<file path="src/rtl/heap_array_allocator.sv">
// heap_array_allocator
//   Array allocator that sits in front of the executor's heap.
//   An allocate request reuses the most recently freed array, taken from a
//   LIFO free stack. If no freed array is available, it takes the next
//   fresh index from a bump counter. Before the index is returned, the
//   array's heap words and its size entry are zeroed. A free request
//   returns the array to the free stack and leaves the heap words alone.
//
// Ports
//   clock, reset     single clock; asynchronous active-high reset
//   req_valid/ready  request handshake; req_ready is high only in IDLE
//   req_free         0 = allocate, 1 = free
//   req_array        index to free (ignored on allocate)
//   resp_valid/ready response handshake
//   resp_array       allocated or freed index (0 on error)
//   resp_error       no capacity on allocate, or a bad or unused index on free
//   clr_we/clr_addr  heap clear port (write data is implicitly 0)
//   size_clr_we      one-cycle strobe: arraySizes[size_clr_array] <- 0
//   size_clr_array   array whose size entry is being zeroed
//   allocs           high-water count of fresh allocations (saturates at NArrays)
//   in_use           number of arrays currently allocated
//
// Handshake rule, used on both sides: a transfer happens on a rising clock
// edge where valid && ready. Once valid is raised, it and its payload stay
// stable until that edge.
module heap_array_allocator #(
  parameter int MemoryElementWidth = 12,
  parameter int NArrays            = 4,
  parameter int NArea              = 6,
  localparam int HeapAddrWidth     = $clog2(NArrays * NArea)
) (
  input  logic                          clock,
  input  logic                          reset,
  input  logic                          req_valid,
  output logic                          req_ready,
  input  logic                          req_free,
  input  logic [MemoryElementWidth-1:0] req_array,
  output logic                          resp_valid,
  input  logic                          resp_ready,
  output logic [MemoryElementWidth-1:0] resp_array,
  output logic                          resp_error,
  output logic                          clr_we,
  output logic [HeapAddrWidth-1:0]      clr_addr,
  output logic                          size_clr_we,
  output logic [MemoryElementWidth-1:0] size_clr_array,
  output logic [MemoryElementWidth-1:0] allocs,
  output logic [MemoryElementWidth-1:0] in_use
);

  localparam int IW = (NArrays > 1) ? $clog2(NArrays) : 1;
  localparam int KW = (NArea > 1) ? $clog2(NArea) : 1;
  localparam logic [MemoryElementWidth-1:0] NARR_W  = MemoryElementWidth'(NArrays);
  localparam logic [HeapAddrWidth-1:0]      NAREA_H = HeapAddrWidth'(NArea);
  localparam logic [KW-1:0]                 K_LAST  = KW'(NArea - 1);

  typedef enum logic [1:0] {IDLE, CLEAR, RESP} state_t;

  state_t state, state_nxt;

  // Free stack: sp counts the entries; the top entry is stack[sp-1].
  logic [IW-1:0]      stack [NArrays];
  logic [IW:0]        sp, sp_m1;
  logic [NArrays-1:0] bitmap;
  logic [KW-1:0]      k;

  logic          accept, stack_nonempty, can_bump, alloc_ok, free_ok, clr_last;
  logic [IW-1:0] top_idx, alloc_idx, free_idx;

  assign req_ready  = (state == IDLE);
  assign resp_valid = (state == RESP);
  assign clr_we     = (state == CLEAR);

  assign accept         = req_valid && req_ready;
  assign sp_m1          = sp - 1'b1;
  assign stack_nonempty = (sp != '0);
  assign top_idx        = stack[sp_m1[IW-1:0]];
  assign can_bump       = (allocs < NARR_W);
  assign alloc_ok       = stack_nonempty || can_bump;
  // allocs is below NArrays whenever it is used as the index, so its low bits are the full index.
  assign alloc_idx      = stack_nonempty ? top_idx : allocs[IW-1:0];
  assign free_idx       = req_array[IW-1:0];
  // The range test is done at full width first, so the bitmap is only consulted for legal indices.
  assign free_ok        = (req_array < NARR_W) && bitmap[free_idx];
  assign clr_last       = (k == K_LAST);

  always_comb begin
    state_nxt = state;
    unique case (state)
      IDLE:    if (accept) state_nxt = (!req_free && alloc_ok) ? CLEAR : RESP;
      CLEAR:   if (clr_last) state_nxt = RESP;
      RESP:    if (resp_ready) state_nxt = IDLE;
      default: state_nxt = IDLE;
    endcase
  end

  always_ff @(posedge clock or posedge reset) begin
    if (reset) begin
      state          <= IDLE;
      k              <= '0;
      clr_addr       <= '0;
      size_clr_we    <= 1'b0;
      size_clr_array <= '0;
      resp_array     <= '0;
      resp_error     <= 1'b0;
      allocs         <= '0;
      in_use         <= '0;
      bitmap         <= '0;
      sp             <= '0;
    end else begin
      state       <= state_nxt;
      size_clr_we <= 1'b0;

      // Step through the NArea words of the array being cleared.
      if (state == CLEAR) begin
        if (clr_last) begin
          k <= '0;
        end else begin
          k        <= k + 1'b1;
          clr_addr <= clr_addr + 1'b1;
        end
      end

      if (accept) begin
        if (!req_free) begin
          if (alloc_ok) begin
            bitmap[alloc_idx] <= 1'b1;
            in_use            <= in_use + 1'b1;
            k                 <= '0;
            clr_addr          <= HeapAddrWidth'(alloc_idx) * NAREA_H;
            size_clr_we       <= 1'b1;
            size_clr_array    <= MemoryElementWidth'(alloc_idx);
            resp_array        <= MemoryElementWidth'(alloc_idx);
            resp_error        <= 1'b0;
            if (stack_nonempty) sp <= sp_m1;
            else                allocs <= allocs + 1'b1;
          end else begin
            resp_array <= '0;
            resp_error <= 1'b1;
          end
        end else if (free_ok) begin
          bitmap[free_idx] <= 1'b0;
          sp               <= sp + 1'b1;
          in_use           <= in_use - 1'b1;
          resp_array       <= req_array;
          resp_error       <= 1'b0;
        end else begin
          resp_array <= '0;
          resp_error <= 1'b1;
        end
      end
    end
  end

  // Stack storage needs no reset. Only entries below sp are ever read.
  // A rejected double free cannot push, so sp never exceeds NArrays.
  always_ff @(posedge clock) begin
    if (accept && req_free && free_ok) stack[sp[IW-1:0]] <= free_idx;
  end

endmodule

</file>
<file path="config.mk">
export PLATFORM = sky130hd
export DESIGN_NAME = heap_array_allocator
export DESIGN_NICKNAME = d
export VERILOG_FILES = /design/src/rtl/heap_array_allocator.sv
export SDC_FILE = /design/constraint.sdc
export NUM_CORES = 1
export LEC_CHECK = 0
export BUFFER_PORTS_ARGS = -buffer_cell sky130_fd_sc_hd__buf_2
export CAP_MARGIN = 20
export CORE_MARGIN = 3
export CORE_UTILIZATION = 58
export DETAILED_ROUTE_END_ITERATION = 16
export PLACE_DENSITY = 0.85
export SETUP_SLACK_MARGIN = 0.4
export SLEW_MARGIN = 10
export SYNTH_ARGS = -nofsm -noshare
export SYNTH_HDL_FRONTEND = slang
export SYNTH_SLANG_ARGS = --single-unit
</file>
<file path="constraint.sdc">
create_clock -name clock -period 3.57 [get_ports clock]
set_input_delay 0.714 -clock clock [delete_from_list [all_inputs] [get_ports clock]]
set_output_delay 0.714 -clock clock [all_outputs]
set_load 0.02 [all_outputs]
</file>
## Word-level counts from Yosys, hierarchy flattened

Memories as Yosys holds them, arrays and structs flattened.
Cells that the tools add are included.
Widths: inputs -> output; s select.

- Bits in latches: 0
- Memory bits (read-only): 0
- Memories: 1
- Bits in registers: 57
- Output and inout bits: 58
- Word-level logic and storage cells: 99
- Bits in writable memories: 8
- Input port bits: 17

- Bitwise logic cells: 5
- Divide/modulo/power cells: 0
- Muxes and demuxes: 43
- Add/sub/neg operators: 7
- Eq/ne operators: 7
- Reduce and logical (&&, ||, !) cells: 18
- $lt $le $gt $ge: 6
- Shift-type cells: 0
- Multiply operators: 1

Memories:

| name | depth | width | rd ports | clocked after Yosys merged registers in | wr ports | line | RTL |
|---|---|---|---|---|---|---|---|
| stack | 4 | 2 | 1 | 0 | 1 | 61 | `logic [IW-1:0] stack [NArrays];` |

Operator list:

| operator | number |
|---|---|
| $mux 12 | 5 |
| $mux 3 | 9 |
| $mux 5 | 5 |
| $add 12x1->12 const B | 2 |
| $lt 12x3->1 const B | 2 |
| $mux 2 | 6 |
| $mux 4 | 3 |
| $sub 12x1->12 const B | 1 |
| $mux 1 | 11 |
| $reduce_and 3->1 | 3 |
| $ne 2x1->1 const B | 4 |
| $reduce_and 4->1 | 2 |
| $logic_and 1x1->1 | 7 |
| $add 3x1->3 const B | 2 |
| $lt 2x3->1 const B | 2 |
| $pmux 2 s3 | 1 |
| $add 5x1->5 const B | 1 |
| $and 4x4->4 | 1 |
| $demux 1 s2 | 2 |
| $ge 2x1->1 const B | 2 |
| $mul 2x2->4 const B | 1 |
| $not 4->4 | 1 |
| $or 4x4->4 | 1 |
| $reduce_bool 2->1 | 2 |
| 10 further kinds | 11 |

## Longest topological paths before layout

Gate-level depths: netlist (run 1).
An unclocked memory read counts as a cell.

- Word-level depth: 10
- Depth in mapped cells: 12
- Gate-level depth less buffers: 10

## Least setup slack after synthesis (run 1)

No wires, ideal clock.

- Kind: input-to-reg
- Start point: input req_free
- End point: register in_use[11]
- Path slack: 1.048 ns
- Data arrival time: 2.421 ns
- Cell stages on the path: 8
- Library setup time: 0.101 ns
- Data required time: 3.469 ns
- Buffers on the path: 0
- Path through: ha_1 a211oi_1 nor2_1 o31a_1 o41ai_2 a21oi_1 xnor2_1 o32ai_1

- Longest elaborated chain between the ends: 2
- Elaborated cells between the ends (all ways): 4
- Classes of those cells: 1 x eq/ne; 1 x mux; 2 x reduce/logical

RTL lines:

| element | line | RTL |
|---|---|---|
| from (decl) | 36 | `input logic req_free,` |
| $ne 2x1->1 (no source line) or $reduce_bool 2->1 (tied branches) | - |  |
| $reduce_and 3->1 (no source line) | - |  |
| to (signal assigned) | 127 | `in_use <= in_use + 1'b1;` |
| to (signal assigned) | 143 | `in_use <= in_use - 1'b1;` |
| to (decl) | 47 | `output logic [MemoryElementWidth-1:0] in_use` |

Several ways; a longest one is shown, not always the timed one.
A chain may end at the register's enable or synchronous reset.

## Worst setup path after layout (run 1)

- Start point: register sp[0]
- End point: register in_use[5]

- Longest elaborated chain between the ends: 4

RTL lines:

| element | line | RTL |
|---|---|---|
| from (decl) | 62 | `logic [IW:0] sp, sp_m1;` |
| from (signal assigned) | 134 | `if (stack_nonempty) sp <= sp_m1;` |
| from (signal assigned) | 142 | `sp <= sp + 1'b1;` |
| $reduce_bool 3->1 | 75 | `assign stack_nonempty = (sp != '0);` |
| $logic_or 1x1->1 | 78 | `assign alloc_ok = stack_nonempty \|\| can_bump;` |
| $reduce_bool 2->1 (no source line) | - |  |
| $reduce_and 3->1 (no source line) | - |  |

No other way between the ends.

==> flow_metrics.env, run 1 <==
export IMPL_syn_area_per_cell_sq_um=10.8
export IMPL_drv_slew=0
export IMPL_r2r_end="in_use[5]"
export IMPL_drtIter0Drc=194
export IMPL_grt_max_degree=23
export IMPL_netlist_area_sq_um=3270
export IMPL_slowest_stage="dfrtp_1"
export IMPL_clk_pin_slew_worst_paths_ns=0.08
export IMPL_gp_congestion=0.920
export IMPL_synth_edff_count=8
export IMPL_wl_per_cell_um=15.3
export IMPL_die_x_um=81.1
export IMPL_cts_resized=0
export IMPL_route_met3_wl_um=537
export IMPL_grt_pass1_wl_um=11400
export IMPL_drt_met1_wl_um=3070
export IMPL_postSynthCellCount=304
export IMPL_endpoint="in_use[5]"
export IMPL_finish_net_count=407
export IMPL_hpwl_um=5080
export IMPL_cp_slowest_stage_delay_ns=0.50
export IMPL_maxUsedRoutingLayer="met4"
export IMPL_ys_seq_area_share_pct=50.9
export IMPL_crit_fanout=12
export IMPL_leakage_nw=1.91
export IMPL_cts_root_buf="clkbuf_8"
export IMPL_crit_path_start="sp[0]"
export IMPL_n_antenna_cell=0
export IMPL_place_ws_ns=0.686
export IMPL_cts_max_level=3
export IMPL_port_buffers=64
export IMPL_ios=75
export IMPL_rows=26
export IMPL_crit_chain="inv_1 > ha_1 > nand2b_1 > a31oi_1 > or3_1 > inv_2 > or2_1 > buf_4 > nor2_1 > a21oi_1"
export IMPL_fin_worst_skew_ns=0.0118
export IMPL_setup_violations=0
export IMPL_cp_num_cells=10
export IMPL_path_delay_family="simple AND/OR/NAND/NOR gates"
export IMPL_cp_required_ns=3.85
export IMPL_die_h_um=81.1
export IMPL_worst_pin_slew_ns=0.490
export IMPL_p_per_area_nw_per_um2=811
export IMPL_die_area_sq_um=6580
export IMPL_finalWorstSetupSlack_ns=0.854
export IMPL_status="finished clean"
export IMPL_critPathCaptureType="flop"
export IMPL_max_cap_violations=0
export IMPL_cts_made_buffers=9
export IMPL_layout_drive_gt1_share_pct=27.9
export IMPL_arrival_ns=2.99
export IMPL_synthArstFlopShare_pct=87.7
export IMPL_rr_worst_depth=10
export IMPL_vias=2411
export IMPL_post_cts_setup_buffers=0
export IMPL_dominantRegCellSynth="dfrtp_1"
export IMPL_overflow=0
export IMPL_yosys_register_bits=65
export IMPL_cts_tree="done"
export IMPL_first_pass_iters=5
export IMPL_via_per_inst=5.44
export IMPL_timing_rr_start="sp[0]"
export IMPL_fin_crit_ns=2.72
export IMPL_start_util_pct=62.1
export IMPL_antenna_left=0
export IMPL_grt_pass1_vias=2338
export IMPL_dr_wl_met2_um=3040
export IMPL_relSlewSlack_pct=67.0
export IMPL_hold_violations=0
export IMPL_rsz0062_at_grt="no"
export IMPL_synth_distinct_cells=51
export IMPL_hold_class="input pin to async pin"
export IMPL_place_area_sq_um=3600
export IMPL_crit_type="flop to flop"
export IMPL_path_buf_inv=3
export IMPL_syn_to_final_growth_pct=16.3
export IMPL_critPathLaunchType="flop"
export IMPL_vdd_ir_drop_max_mv=0.546
export IMPL_finalWirelength_um=6760
export IMPL_post_route_drc_count=0
export IMPL_cts_buffer_depth=2
export IMPL_fmax_mhz=368
export IMPL_clock_latency_ns=0.35
export IMPL_final_core_util_pct=72.2
export IMPL_core_area_sq_um=5270
export IMPL_antenna_found_initial=0
export IMPL_fillers=390
export IMPL_rrSetupSlack_ns=0.85
export IMPL_postCtsHoldBufs=0
export IMPL_track_usage_pct=23.5
export IMPL_cts_sinks=65
export IMPL_final_area_sq_um=3800
export IMPL_fin_crit_sh_pct=76.1
export IMPL_fin_tns_setup_ns=0
export IMPL_yosysWarningCount=0
cell usage after synthesis, types with 2 or more instances:
cell      instances  share of area (%)
o21ai_0          18                2.8
a21o_1            3               0.69
a211oi_1          2               0.46
clkbuf_1         11                1.3
and2_1            4               0.76
buf_6             3                1.0
xnor2_1           7                1.9
inv_2             2               0.23
edfxtp_1          8                7.3
nand2_1          21                2.4
a21oi_1          20                3.1
nor2_1           28                3.2
nor2b_1          13                2.5
mux2_2            2               0.69
buf_2             3               0.46
nand3_1           3               0.46
nand4_1           2               0.38
nand2b_1          3               0.57
xor2_1            8                2.1
o31a_1            2               0.54
dfrtp_1          57                 44
mux4_2            3                2.1
nor3_1            2               0.31
buf_4            10                2.3
o21a_1            4               0.92
inv_1             8               0.92
ha_1             21                8.0
mux2i_1           2               0.61
o31ai_1           5                1.1
a22oi_1           3               0.69
nor4_1            4               0.76
o21ai_1           2               0.31
a31oi_1           2               0.38
logic make-up after synthesis:
kind of cell,after synthesis,share of synthesized area [%]
simple gates,88,13.1
compound gates,68,13.2
flops,65,50.9
buf+inv,37,6.19
fa+ha+maj,22,8.64
xor+xnor,15,4.02
mux,8,3.82
other cells,1,0.115
worst register-to-register path: stages (launching register included):
cell and delay (ns):
dfrtp_1 0.50, inv_1 0.14, ha_1 0.24, nand2b_1 0.23, a31oi_1 0.08, or3_1 0.48
inv_2 0.23, or2_1 0.37, buf_4 0.22, nor2_1 0.04, a21oi_1 0.12
area by class of cell:
type / count / area [sq um] / share of cell area [%]
inverter: 10 / 37.5 / 0.987
clock inverter: 7 / 78.8 / 2.07
tap: 70 / 87.6 / 2.30
sequential: 65 / 1670 / 43.8
clock buffer: 9 / 124 / 3.26
timing repair buffer: 71 / 373 / 9.80
multi-input combinational: 211 / 1440 / 37.8
routing by layer:
metal	vias to the layer above	GRT usage (%)
li1	1154	-
met3	12	8.98
met4	0	8.61
met1	1147	32.7
met5	-	0
met2	98	33.6
metrics by stage:
| step | hold WS, ns | power, mW | cells |
|---|---|---|---|
| 3_5_place_dp | 0.389 | 2.45 | 427 |
| 4_1_cts | 0.330 | 3.10 | 443 |
| 5_1_grt | 0.334 | 3.32 | 443 |
| 3_3_place_gp | 0.385 | 2.41 | 427 |
| 2_1_floorplan | 0.440 | 2.08 | 313 |
| 6_report | 0.328 | 3.08 | 443 |
worst min-delay path by stage:
stage / startpoint / end / slack (ns) / cells past startpoint
floorplan: sp[2] / sp[2] / 0.44 / 1
CTS: reset / state[1] / 0.33 / 2
finish: reset / state[1] / 0.33 / 2
global route: reset / state[1] / 0.33 / 2
detailed placement: allocs[8] / allocs[8] / 0.39 / 0
global placement: allocs[6] / allocs[6] / 0.39 / 0
layout by cell type, fill, tap and decap left out, types with 3 or more instances in the layout:
cell type  count
a21o_1         3
a21oi_1       20
a22oi_1        3
and2_1         4
buf_2         64
buf_4          7
clkbuf_8       9
clkinv_4       3
conb_1        10
dfrtp_1       57
edfxtp_1       8
ha_1          21
inv_1          7
inv_2          3
mux4_2         3
nand2_1       21
nand2b_1       3
nand3_1        3
nor2_1        28
nor2b_1       13
nor4_1         4
o21a_1         4
o21ai_0       18
o31ai_1        5
xnor2_1        7
xor2_1         8
registers in the layout, summed over array words and instances (netlist names), 3 cells and up:
name,flops
clr_addr,5
resp_array,12
k,3
allocs,12
bitmap,4
in_use,12
sp,3
stack,8
report_power, final:
| group | total [mW] | internal, mW | switching (mW) |
|---|---|---|---|
| Clock | 0.644 | 0.329 | 0.315 |
| Sequential | 1.09 | 0.923 | 0.167 |
| Combinational | 1.35 | 0.548 | 0.801 |
| Total | 3.08 | 1.80 | 1.28 |
Note: power is estimated with default switching activity, not from simulation.
==> inputs of run 2 (changes only) <==
- ABC_AREA: unset -> 1
- CORE_UTILIZATION: 58 -> 55
- PLACE_DENSITY: 0.85 -> 0.8
- clock period: 3.57 -> 2.6 ns (I/O delays scaled with it)
==> run 2 against run 1 <==
Wire length rose by 16%. Design area rose by 13%. Hold slack got worse by 0.069 ns. Sequential share of layout area fell by 4.9 points. Total power rose by 62%. Maximum frequency rose by 33%. Synthesized cell count rose by 49%. Cell count rose by 36%. Global-route usage fell by 2.0 points. Clock power rose by 58%. Via count rose by 26%. Critical path type unchanged. Largest power group unchanged.
==> flow_metrics.env, run 2 <==
export IMPL_status="finished clean"
export IMPL_cts_root_buf="clkbuf_8"
export IMPL_final_cell_mix="126 x nand2_1, 64 x buf_2, 57 x inv_1"
export IMPL_core_area_sq_um=6390
export IMPL_n_antenna_cell=0
export IMPL_track_usage_pct=21.6
export IMPL_yosysWarningCount=0
export IMPL_fin_crit_ns=2.04
export IMPL_synth_top_family_by_area="simple AND/OR/NAND/NOR gates"
export IMPL_cts_sinks=65
export IMPL_overflow=0
export IMPL_synthMuxAreaShare_pct=0.275
export IMPL_die_area_sq_um=7630
export IMPL_relSlewSlack_pct=57.3
export IMPL_start_util_pct=57.0
export IMPL_crit_fanout=4
export IMPL_antenna_found_initial=0
export IMPL_first_pass_iters=4
export IMPL_via_per_inst=5.05
export IMPL_yosys_register_bits=65
export IMPL_path_buf_inv=4
export IMPL_grt_pass1_vias=2920
export IMPL_grt_pass1_wl_um=12900
export IMPL_cts_tree="done"
export IMPL_layout_drive_gt1_share_pct=21.0
export IMPL_hold_violations=0
export IMPL_synthXorXnorAreaFrac_pct=3.13
export IMPL_worst_pin_slew_ns=0.639
export IMPL_fillers=516
export IMPL_drtIter0Drc=135
export IMPL_gp_congestion=0.932
export IMPL_max_cap_violations=0
export IMPL_finish_net_count=559
export IMPL_postCtsHoldBufs=0
export IMPL_postSynthCellCount=452
export IMPL_ys_seq_area_share_pct=45.8
export IMPL_die_x_um=87.4
export IMPL_fin_crit_sh_pct=78.3
export IMPL_netlist_top_cells_area="dfrtp_1 39%, nand2_1 13%, ha_1 7.2%"
export IMPL_die_h_um=87.4
export IMPL_yosys_area_top_type_share_pct=39.2
export IMPL_leakage_nw=2.39
export IMPL_fin_worst_skew_ns=0.00595
export IMPL_grt_max_degree=30
export IMPL_vias=3041
export IMPL_finalWirelength_um=7840
export IMPL_synth_distinct_cells=34
export IMPL_dominantRegCellSynth="dfrtp_1"
export IMPL_synth_edff_count=8
export IMPL_critPathLaunchType="flop"
export IMPL_wl_per_cell_um=13.0
export IMPL_port_buffers=64
export IMPL_synth_simple_gate_area_share_pct=25.8
export IMPL_path_delay_family="simple AND/OR/NAND/NOR gates"
export IMPL_hpwl_um=5630
export IMPL_synth_fa_ha_area_share_pct=7.77
export IMPL_p_per_area_nw_per_um2=1170
export IMPL_synthArstFlopShare_pct=87.7
export IMPL_slowest_stage="dfrtp_1"
export IMPL_crit_chain="inv_2 > ha_4 > inv_1 > nor2_2 > inv_1 > nand3_1 > nor2b_4 > inv_1 > ha_1 > o21ai_0 > o31ai_1 > nand2_1 > o21ai_1"
export IMPL_syn_area_per_cell_sq_um=8.06
export IMPL_final_common_cell="nand2_1"
export IMPL_fmax_mhz=491
export IMPL_reg_top3="allocs (12), in_use (12), resp_array (12)"
export IMPL_netlist_area_sq_um=3640
export IMPL_drv_slew=0
export IMPL_final_core_util_pct=67.1
export IMPL_rsz0062_at_grt="yes"
export IMPL_ios=75
export IMPL_setup_violations=0
export IMPL_power_mw=5.01
export IMPL_cts_made_buffers=9
export IMPL_cp_required_ns=2.82
export IMPL_place_area_sq_um=3970
export IMPL_synth_top_area_cell="dfrtp_1"
export IMPL_clk_pin_slew_worst_paths_ns=0.08
export IMPL_synth_compound_area_share_pct=5.91
export IMPL_antenna_left=0
export IMPL_synth_most_common_cell="nand2_1"
export IMPL_cp_slowest_stage_delay_ns=0.43
export IMPL_critPathCaptureType="flop"
export IMPL_clock_latency_ns=0.34
export IMPL_cts_buffer_depth=2
export IMPL_cpMostUsedCell="inv_1"
export IMPL_rows=29
export IMPL_hold_class="input pin to async pin"
export IMPL_place_ws_ns=0.205
export IMPL_finalWorstSetupSlack_ns=0.563
export IMPL_arrival_ns=2.26
export IMPL_post_route_drc_count=0
export IMPL_cts_max_level=3
export IMPL_final_area_sq_um=4290
export IMPL_crit_type="flop to flop"
export IMPL_syn_to_final_growth_pct=17.7
export IMPL_vdd_ir_drop_max_mv=0.707
export IMPL_fin_tns_setup_ns=0
export IMPL_synth_common_cells="126 x nand2_1, 61 x inv_1, 57 x dfrtp_1, 48 x nor2_1, 29 x nand3_1"
## run 2: changes by cell type in the layout (fill, tap and decap cells not counted), moves of 4 or more
cell,previous run,this run
o21a_1,4,0
nor2b_1,13,0
nand3_1,3,29
nor4_1,4,0
nand2_1,21,126
nor2_1,28,47
a21oi_1,20,7
and2_1,4,0
xnor2_1,7,3
inv_1,7,57
## run 2: power by group
part,total [mW],leakage (nW),switching (mW),internal (mW)
logic,2.43,1.46,1.53,0.900
registers,1.56,0.813,0.254,1.31
clock network,1.02,0.120,0.414,0.605
total,5.01,2.39,2.20,2.81
## run 2: kinds of logic (layout without fill, tap and decap cells)
kind of cell | after synthesis | in the layout
multiplexers | 1 | 1
buffers and inverters | 90 | 154
adder cells (fa/ha/maj) | 22 | 22
AND/OR/NAND/NOR | 220 | 220
XOR/XNOR | 13 | 13
AO/OA/AOI/OAI | 40 | 40
other | 1 | 10
flip-flops | 65 | 65
## run 2: per-stage QoR
step | std cells | hold WS, ns
2_1_floorplan | 461 | 0.478
3_3_place_gp | 581 | 0.383
3_5_place_dp | 581 | 0.385
4_1_cts | 599 | 0.276
5_1_grt | 602 | 0.293
6_report | 602 | 0.260
## run 2: per-layer routing
layer / up-vias / GRT usage (%) / share of wire [%]
li1: 1522 / - / -
met1: 1434 / 25.8 / 44
met2: 71 / 37.9 / 51
met3: 14 / 3.69 / 3.6
met4: 0 / 9.07 / 1.8
met5: - / 0 / 0
## run 2: final cells by class
| class | instances | area, sq um | area share, % |
|---|---|---|---|
| Multi-Input combinational cell | 306 | 1630 | 38.1 |
| Tap cell | 77 | 96.3 | 2.25 |
| Clock buffer | 11 | 153 | 3.56 |
| Sequential cell | 65 | 1670 | 38.9 |
| Timing Repair Buffer | 73 | 400 | 9.34 |
| Inverter | 65 | 250 | 5.84 |
| Clock inverter | 5 | 83.8 | 1.96 |
## run 2: worst paths after layout
| kind | slack [ns] | cells past startpoint | startpoint | endpoint |
|---|---|---|---|---|
| setup / recovery | 0.56 | 13 | sp[1] | bitmap[0] |
| hold / removal | 0.26 | 2 | reset | in_use[5] |
| setup reg to reg | 0.56 | 13 | sp[1] | bitmap[0] |
| hold reg to reg | 0.40 | 0 | allocs[3] | allocs[3] |
| max in group asynchronous | 1.75 | 3 | reset | sp[0] |
| min in group clock | 0.40 | 0 | allocs[3] | allocs[3] |
## run 2: timing repair
item / CTS / global route
endpoints found under the setup margin: 6 / 6
resized for setup: 3 / 7
buffers inserted: 2 / 3
pin swaps: 0 / 0
